===== config.mk =====
export PLATFORM = sky130hd
export DESIGN_NAME = wb_stage
export DESIGN_NICKNAME = d
export VERILOG_FILES = /design/src/rtl/wb_stage.sv
export SDC_FILE = /design/constraint.sdc
export NUM_CORES = 1
export LEC_CHECK = 0
export ABC_CLOCK_PERIOD_IN_PS = 4100
export BUFFER_PORTS_ARGS = -buffer_cell sky130_fd_sc_hd__clkbuf_2
export CORE_MARGIN = 5
export CORE_UTILIZATION = 54
export CTS_BUF_LIST = sky130_fd_sc_hd__clkbuf_2 sky130_fd_sc_hd__clkbuf_4 sky130_fd_sc_hd__clkbuf_8
export DETAILED_ROUTE_END_ITERATION = 8
export PLACE_DENSITY = 0.82
export SLEW_MARGIN = 20
export SYNTH_ARGS = -nofsm -noshare
export SYNTH_HDL_FRONTEND = slang
export SYNTH_SLANG_ARGS = --single-unit

===== constraint.sdc =====
create_clock -name clk -period 4.1 [get_ports clk]
set_input_delay 0.82 -clock clk [delete_from_list [all_inputs] [get_ports clk]]
set_output_delay 0.82 -clock clk [all_outputs]
set_load 0.02 [all_outputs]

===== src/rtl/wb_stage.sv =====
// Writeback stage: merges ALU results and in-order load responses onto the regfile write port,
// tracks outstanding loads in a small queue with a per-register busy scoreboard. Optional macro: WB_PERF_EN.
module wb_stage #(
  parameter int WIDTH    = 32,
  parameter int ADDR     = 5,
  parameter int LQ_DEPTH = 2
) (
  input  logic                 clk,
  input  logic                 reset_n,
  input  logic                 alu_valid,
  output logic                 alu_ready,
  input  logic [ADDR-1:0]      alu_rd,
  input  logic [WIDTH-1:0]     alu_data,
  input  logic                 ld_issue_valid,
  output logic                 ld_issue_ready,
  input  logic [ADDR-1:0]      ld_issue_rd,
  input  logic [2:0]           ld_issue_funct3,
  input  logic [1:0]           ld_issue_addr_lo,
  input  logic                 mem_rvalid,
  input  logic [WIDTH-1:0]     mem_rdata,
  output logic [2**ADDR-1:0]   busy,
  output logic                 wr_en,
  output logic [ADDR-1:0]      rd,
  output logic [WIDTH-1:0]     wdata
`ifdef WB_PERF_EN
  ,
  output logic [31:0]          perf_loads,
  output logic [31:0]          perf_alu_stalls
`endif
);

  localparam int PTR_W = $clog2(LQ_DEPTH);
  localparam int CNT_W = PTR_W + 1;
  localparam int NREG  = 2**ADDR;

  logic [ADDR-1:0]  lq_rd_q   [LQ_DEPTH];
  logic [ADDR-1:0]  lq_rd_d   [LQ_DEPTH];
  logic [2:0]       lq_f3_q   [LQ_DEPTH];
  logic [2:0]       lq_f3_d   [LQ_DEPTH];
  logic [1:0]       lq_lo_q   [LQ_DEPTH];
  logic [1:0]       lq_lo_d   [LQ_DEPTH];
  logic [PTR_W-1:0] head_q, head_d, tail_q, tail_d;
  logic [CNT_W-1:0] count_q, count_d;
  logic [NREG-1:0]  busy_q, busy_d;
  logic             wr_en_q, wr_en_d;
  logic [ADDR-1:0]  rd_q, rd_d;
  logic [WIDTH-1:0] wdata_q, wdata_d;

  logic             full, empty, push, pop, alu_fire;
  logic [ADDR-1:0]  head_rd;
  logic [2:0]       head_f3;
  logic [1:0]       head_lo;
  logic [7:0]       ld_byte;
  logic [15:0]      ld_half;
  logic [WIDTH-1:0] ld_val;

  assign full           = (count_q == CNT_W'(LQ_DEPTH));
  assign empty          = (count_q == '0);
  assign ld_issue_ready = !full && !busy_q[ld_issue_rd];
  assign alu_ready      = !mem_rvalid && !busy_q[alu_rd];
  assign push           = ld_issue_valid && ld_issue_ready;
  assign pop            = mem_rvalid && !empty;
  assign alu_fire       = alu_valid && alu_ready;

  assign head_rd = lq_rd_q[head_q];
  assign head_f3 = lq_f3_q[head_q];
  assign head_lo = lq_lo_q[head_q];

  // Halfword select uses only addr_lo[1]; misaligned low bits are dropped.
  always_comb begin
    ld_byte = mem_rdata[{head_lo, 3'b000} +: 8];
    ld_half = mem_rdata[{head_lo[1], 4'b0000} +: 16];
    case (head_f3)
      3'b000:  ld_val = {{(WIDTH-8){ld_byte[7]}}, ld_byte};
      3'b001:  ld_val = {{(WIDTH-16){ld_half[15]}}, ld_half};
      3'b100:  ld_val = {{(WIDTH-8){1'b0}}, ld_byte};
      3'b101:  ld_val = {{(WIDTH-16){1'b0}}, ld_half};
      default: ld_val = mem_rdata;
    endcase
  end

  always_comb begin
    lq_rd_d = lq_rd_q;
    lq_f3_d = lq_f3_q;
    lq_lo_d = lq_lo_q;
    head_d  = head_q;
    tail_d  = tail_q;
    count_d = count_q + CNT_W'(push) - CNT_W'(pop);
    busy_d  = busy_q;
    wr_en_d = 1'b0;
    rd_d    = rd_q;
    wdata_d = wdata_q;

    if (push) begin
      lq_rd_d[tail_q] = ld_issue_rd;
      lq_f3_d[tail_q] = ld_issue_funct3;
      lq_lo_d[tail_q] = ld_issue_addr_lo;
      tail_d          = tail_q + PTR_W'(1);
    end
    if (pop) begin
      busy_d[head_rd] = 1'b0;
      head_d          = head_q + PTR_W'(1);
    end
    // Set after clear so a same-cycle set on the same index wins.
    if (push) busy_d[ld_issue_rd] = 1'b1;
    busy_d[0] = 1'b0;

    if (pop) begin
      wr_en_d = (head_rd != '0);
      rd_d    = head_rd;
      wdata_d = ld_val;
    end else if (alu_fire) begin
      wr_en_d = (alu_rd != '0);
      rd_d    = alu_rd;
      wdata_d = alu_data;
    end
  end

  always_ff @(posedge clk) begin
    if (!reset_n) begin
      lq_rd_q <= '{default: '0};
      lq_f3_q <= '{default: '0};
      lq_lo_q <= '{default: '0};
      head_q  <= '0;
      tail_q  <= '0;
      count_q <= '0;
      busy_q  <= '0;
      wr_en_q <= 1'b0;
      rd_q    <= '0;
      wdata_q <= '0;
    end else begin
      lq_rd_q <= lq_rd_d;
      lq_f3_q <= lq_f3_d;
      lq_lo_q <= lq_lo_d;
      head_q  <= head_d;
      tail_q  <= tail_d;
      count_q <= count_d;
      busy_q  <= busy_d;
      wr_en_q <= wr_en_d;
      rd_q    <= rd_d;
      wdata_q <= wdata_d;
    end
  end

  assign busy  = busy_q;
  assign wr_en = wr_en_q;
  assign rd    = rd_q;
  assign wdata = wdata_q;

`ifdef WB_PERF_EN
  logic [31:0] perf_loads_q, perf_loads_d, perf_stalls_q, perf_stalls_d;

  always_comb begin
    perf_loads_d  = perf_loads_q + 32'(pop);
    perf_stalls_d = perf_stalls_q + 32'(alu_valid && !alu_ready);
  end

  always_ff @(posedge clk) begin
    if (!reset_n) begin
      perf_loads_q  <= '0;
      perf_stalls_q <= '0;
    end else begin
      perf_loads_q  <= perf_loads_d;
      perf_stalls_q <= perf_stalls_d;
    end
  end

  assign perf_loads      = perf_loads_q;
  assign perf_alu_stalls = perf_stalls_q;
`endif

endmodule


==> results.yml <==
run_status:
  status: "finished clean"
critical_path:
  cell_type_of_the_slowest_stage_on_the_worst_timing_path: "mux4_2"
  crit_path_max_fanout: 13
  critical_path_start: "ld_issue_rd[0]"
  path_cells: "clkbuf_2 > mux4_2 > and2_1 > a22o_1 > a211oi_2 > clkbuf_2"
  critical_path.most_common_cell: "clkbuf_2"
  startpoint_of_the_most_critical_register_to_register_path: "busy[27]"
  crit_arrival_ps: 2810
  crit_family: "compound AO/OA/AOI/OAI gates"
  timing.critical_path.to_type: "output pin"
  criticalPathCategory: "in2out"
  max_stage_delay_ps: 550
  worst_setup_path_start_kind: "primary input"
  data_required_time_of_the_worst_path_ps: 3280
  critical_path_buf_inv_count: 2
floorplanning:
  core_region_area_um2: 9770
  floorplan.initialDensity: 0.556
  die-height_um: 110
  io-pin-count: 156
  placementRows: 36
  die_area_um2: 12200
  fp.dieW_um: 110
global_routing:
  grt_util_all_layers: 0.272
  maximum_number_of_pins_on_one_net_before_global_route_repair: 105
  gr-total-overflow: 0
  first_global_vias: 5040
  grt_first_pass_wirelength_um: 25800
  grt_antenna_before_repair: 0
detailed_routing:
  route.antenna.remaining_nets: 0
  drt-initial-drc-count: 704
  avgViaCountPerCell: 6.25
  via_total_after_detailed_routing: 5409
  finalWirelength_um: 17000
  drt_drc_violations_left: 0
  post_drt_wl_per_cell_um: 19.6
  drt_first_pass_iters: 5
sta:
  fmaxAchievable_ghz: 0.275
  count_of_endpoints_failing_hold_in_the_final_timing_report: 0
  slew_violations: 0
  timing_worst_slew_pin_value_ps: 986
  timing.final.crit_period_ps: 3630
  setup_tns_ps: 0
  fin_skew_ps: 8.97
  grt_setup_unrepaired: "false"
  maxSlewHeadroom: 0.343
  final_min_period_over_clock_period: 0.885
  finalSetupViolCount: 0
clocking:
  cts.clk_slew.worst_paths_ps: 90
  post-cts-setup-buffers: 0
  hold_buffers: 0
  clock_path_buffers: 2
  root_buffer: "clkbuf_8"
  cts_resized: 0
  worstSkewPairLatency_ps: 370
  cts-buffers-inserted: 9
  numClockSinks: 93
  ctsHtreeMaxLevel: 3
  tritoncts_clock_tree: "done"
logic_synthesis:
  synth-seq-cells: 93
  number_of_synthesized_flops_with_an_enable_pin: 0
  synth_flop_cell: "dfxtp_1"
  synth-seq-area-share: 0.343
  syn-num-nets: 690
  asyncSetResetFlopFracSynth: 0
  number_of_distinct_library_cells_after_synthesis: 55
  post-synth-top-area-fraction: 0.343
  synth.top_cells.by_area: "dfxtp_1 (34%), mux2i_1 (12%), nand2_1 (6.4%), mux4_2 (4.6%), o211ai_1 (4.4%)"
  synthDominantAreaCellType: "dfxtp_1"
  synthesis.instances: 604
  synth_area_per_cell_um2: 9.00
  synth.cell_area_um2: 5440
  synth-warning-count: 0
power_and_ir_drop:
  ir_drop_worst_vdd_mv: 0.267
  finalPower_uw: 2990
  leakagePower_uw: 0.00271
  power_density_nw_per_um2: 464
flow_run:
  drv_cap: 0
cells_and_area:
  final_cell_mix: "clkbuf_2 (153), dfxtp_1 (93), nand2_1 (92), mux2i_1 (67)"
  area_growth_pct: 18.3
  final_common_cell: "clkbuf_2"
  share_of_layout_cells_above_drive_strength_1: 0.293
  inserted_diodes: 0
  post_layout_net_count: 814
worst_hold_path:
  hold_start: "wdata[15]"
  min-delay-path-class: "reg2reg"
place:
  place.detailed.hpwl_um: 12400
  globalplace.congestion: 0.962
  port_buffers: 154
==> per-layer routing <==
layer / part of all wire / GRT usage / vias to the layer above
met5: 0 / 0 / -
met4: 0.026 / 0.101 / 0
met3: 0.099 / 0.0769 / 47
met2: 0.46 / 0.396 / 319
met1: 0.41 / 0.383 / 2538
li1: - / - / 2505
==> metrics by stage <==
stage / instance area, um^2 / utilization / std cells / setup WS, ps / hold WS [ps]
2_1_floorplan: 5440 / - / 604 / 668 / 433
3_3_place_gp: 6210 / 0.636 / 850 / 527 / 443
3_5_place_dp: 6210 / 0.636 / 850 / 473 / 464
4_1_cts: 6430 / 0.658 / 866 / 479 / 476
5_1_grt: 6430 / 0.658 / 866 / 388 / 501
6_report: 6430 / 0.658 / 866 / 470 / 471
==> sequential cells by signal, summed over array words and instances, names as in the netlist, 2 cells and up <==
signal	count
rd	5
lq_f3_q	6
wdata	32
busy	31
count_q	2
lq_lo_q	4
lq_rd_q	10
==> kinds of logic after synthesis <==
logic type | count (synthesis) | share of synthesized area
adders and majority gates | 2 | 0.00460
xor gates and xnor gates | 3 | 0.00484
muxes | 92 | 0.199
buffers and inverters | 61 | 0.0523
other | 1 | 0.000690
and+or+nand+nor | 182 | 0.163
AOI/OAI and AO/OA | 170 | 0.233
DFF | 93 | 0.343
==> area by class of cell <==
type	instances	area (um^2)
Fill cell	833	3340
Multi-Input combinational cell	450	3290
Sequential cell	93	1860
Timing Repair Buffer	163	851
Tap cell	133	166
Clock buffer	10	131
Clock inverter	6	87.6
Inverter	11	41.3
==> power by group <==
part / leakage [uW] / internal [uW] / switching [uW]
Combinational: 0.00185 / 438 / 737
Sequential: 0.000759 / 1030 / 88.4
Clock: 0.000102 / 349 / 339
==> synthesized netlist by cell type, drive strengths merged, types with 2 or more instances <==
cell / instances
dfxtp: 93
nand2: 93
mux2i: 67
o211ai: 32
o31ai: 32
a21oi: 31
clkbuf: 28
buf: 22
and2: 18
nor3b: 17
o31a: 16
nand3: 15
o21ai: 15
mux2: 14
nor2: 12
mux4: 11
inv: 10
o22ai: 10
nand2b: 9
nor3: 7
a2111oi: 5
a211oi: 5
o221ai: 5
a2bb2oi: 4
nand3b: 4
a221oi: 3
o32ai: 3
a22o: 2
a41oi: 2
ha: 2
nor2b: 2
xnor2: 2
==> worst paths after layout <==
kind | to | slack [ps] | cells past startpoint
setup / recovery | ld_issue_ready | 470 | 6
hold / removal | wdata[15] | 470 | 2
setup reg to reg | count_q[1] | 1360 | 11
hold reg to reg | wdata[15] | 470 | 2
==> worst reg2reg max path, delay by kind of cell (launching register included) <==
kind,cells,cell delay (ps)
fa+ha+maj,2,460
xor+xnor,2,290
buf+inv,1,40
flops,1,360
mux,1,480
simple gates,3,330
compound gates,2,670
No activity file was read; power rests on OpenSTA's default activity.
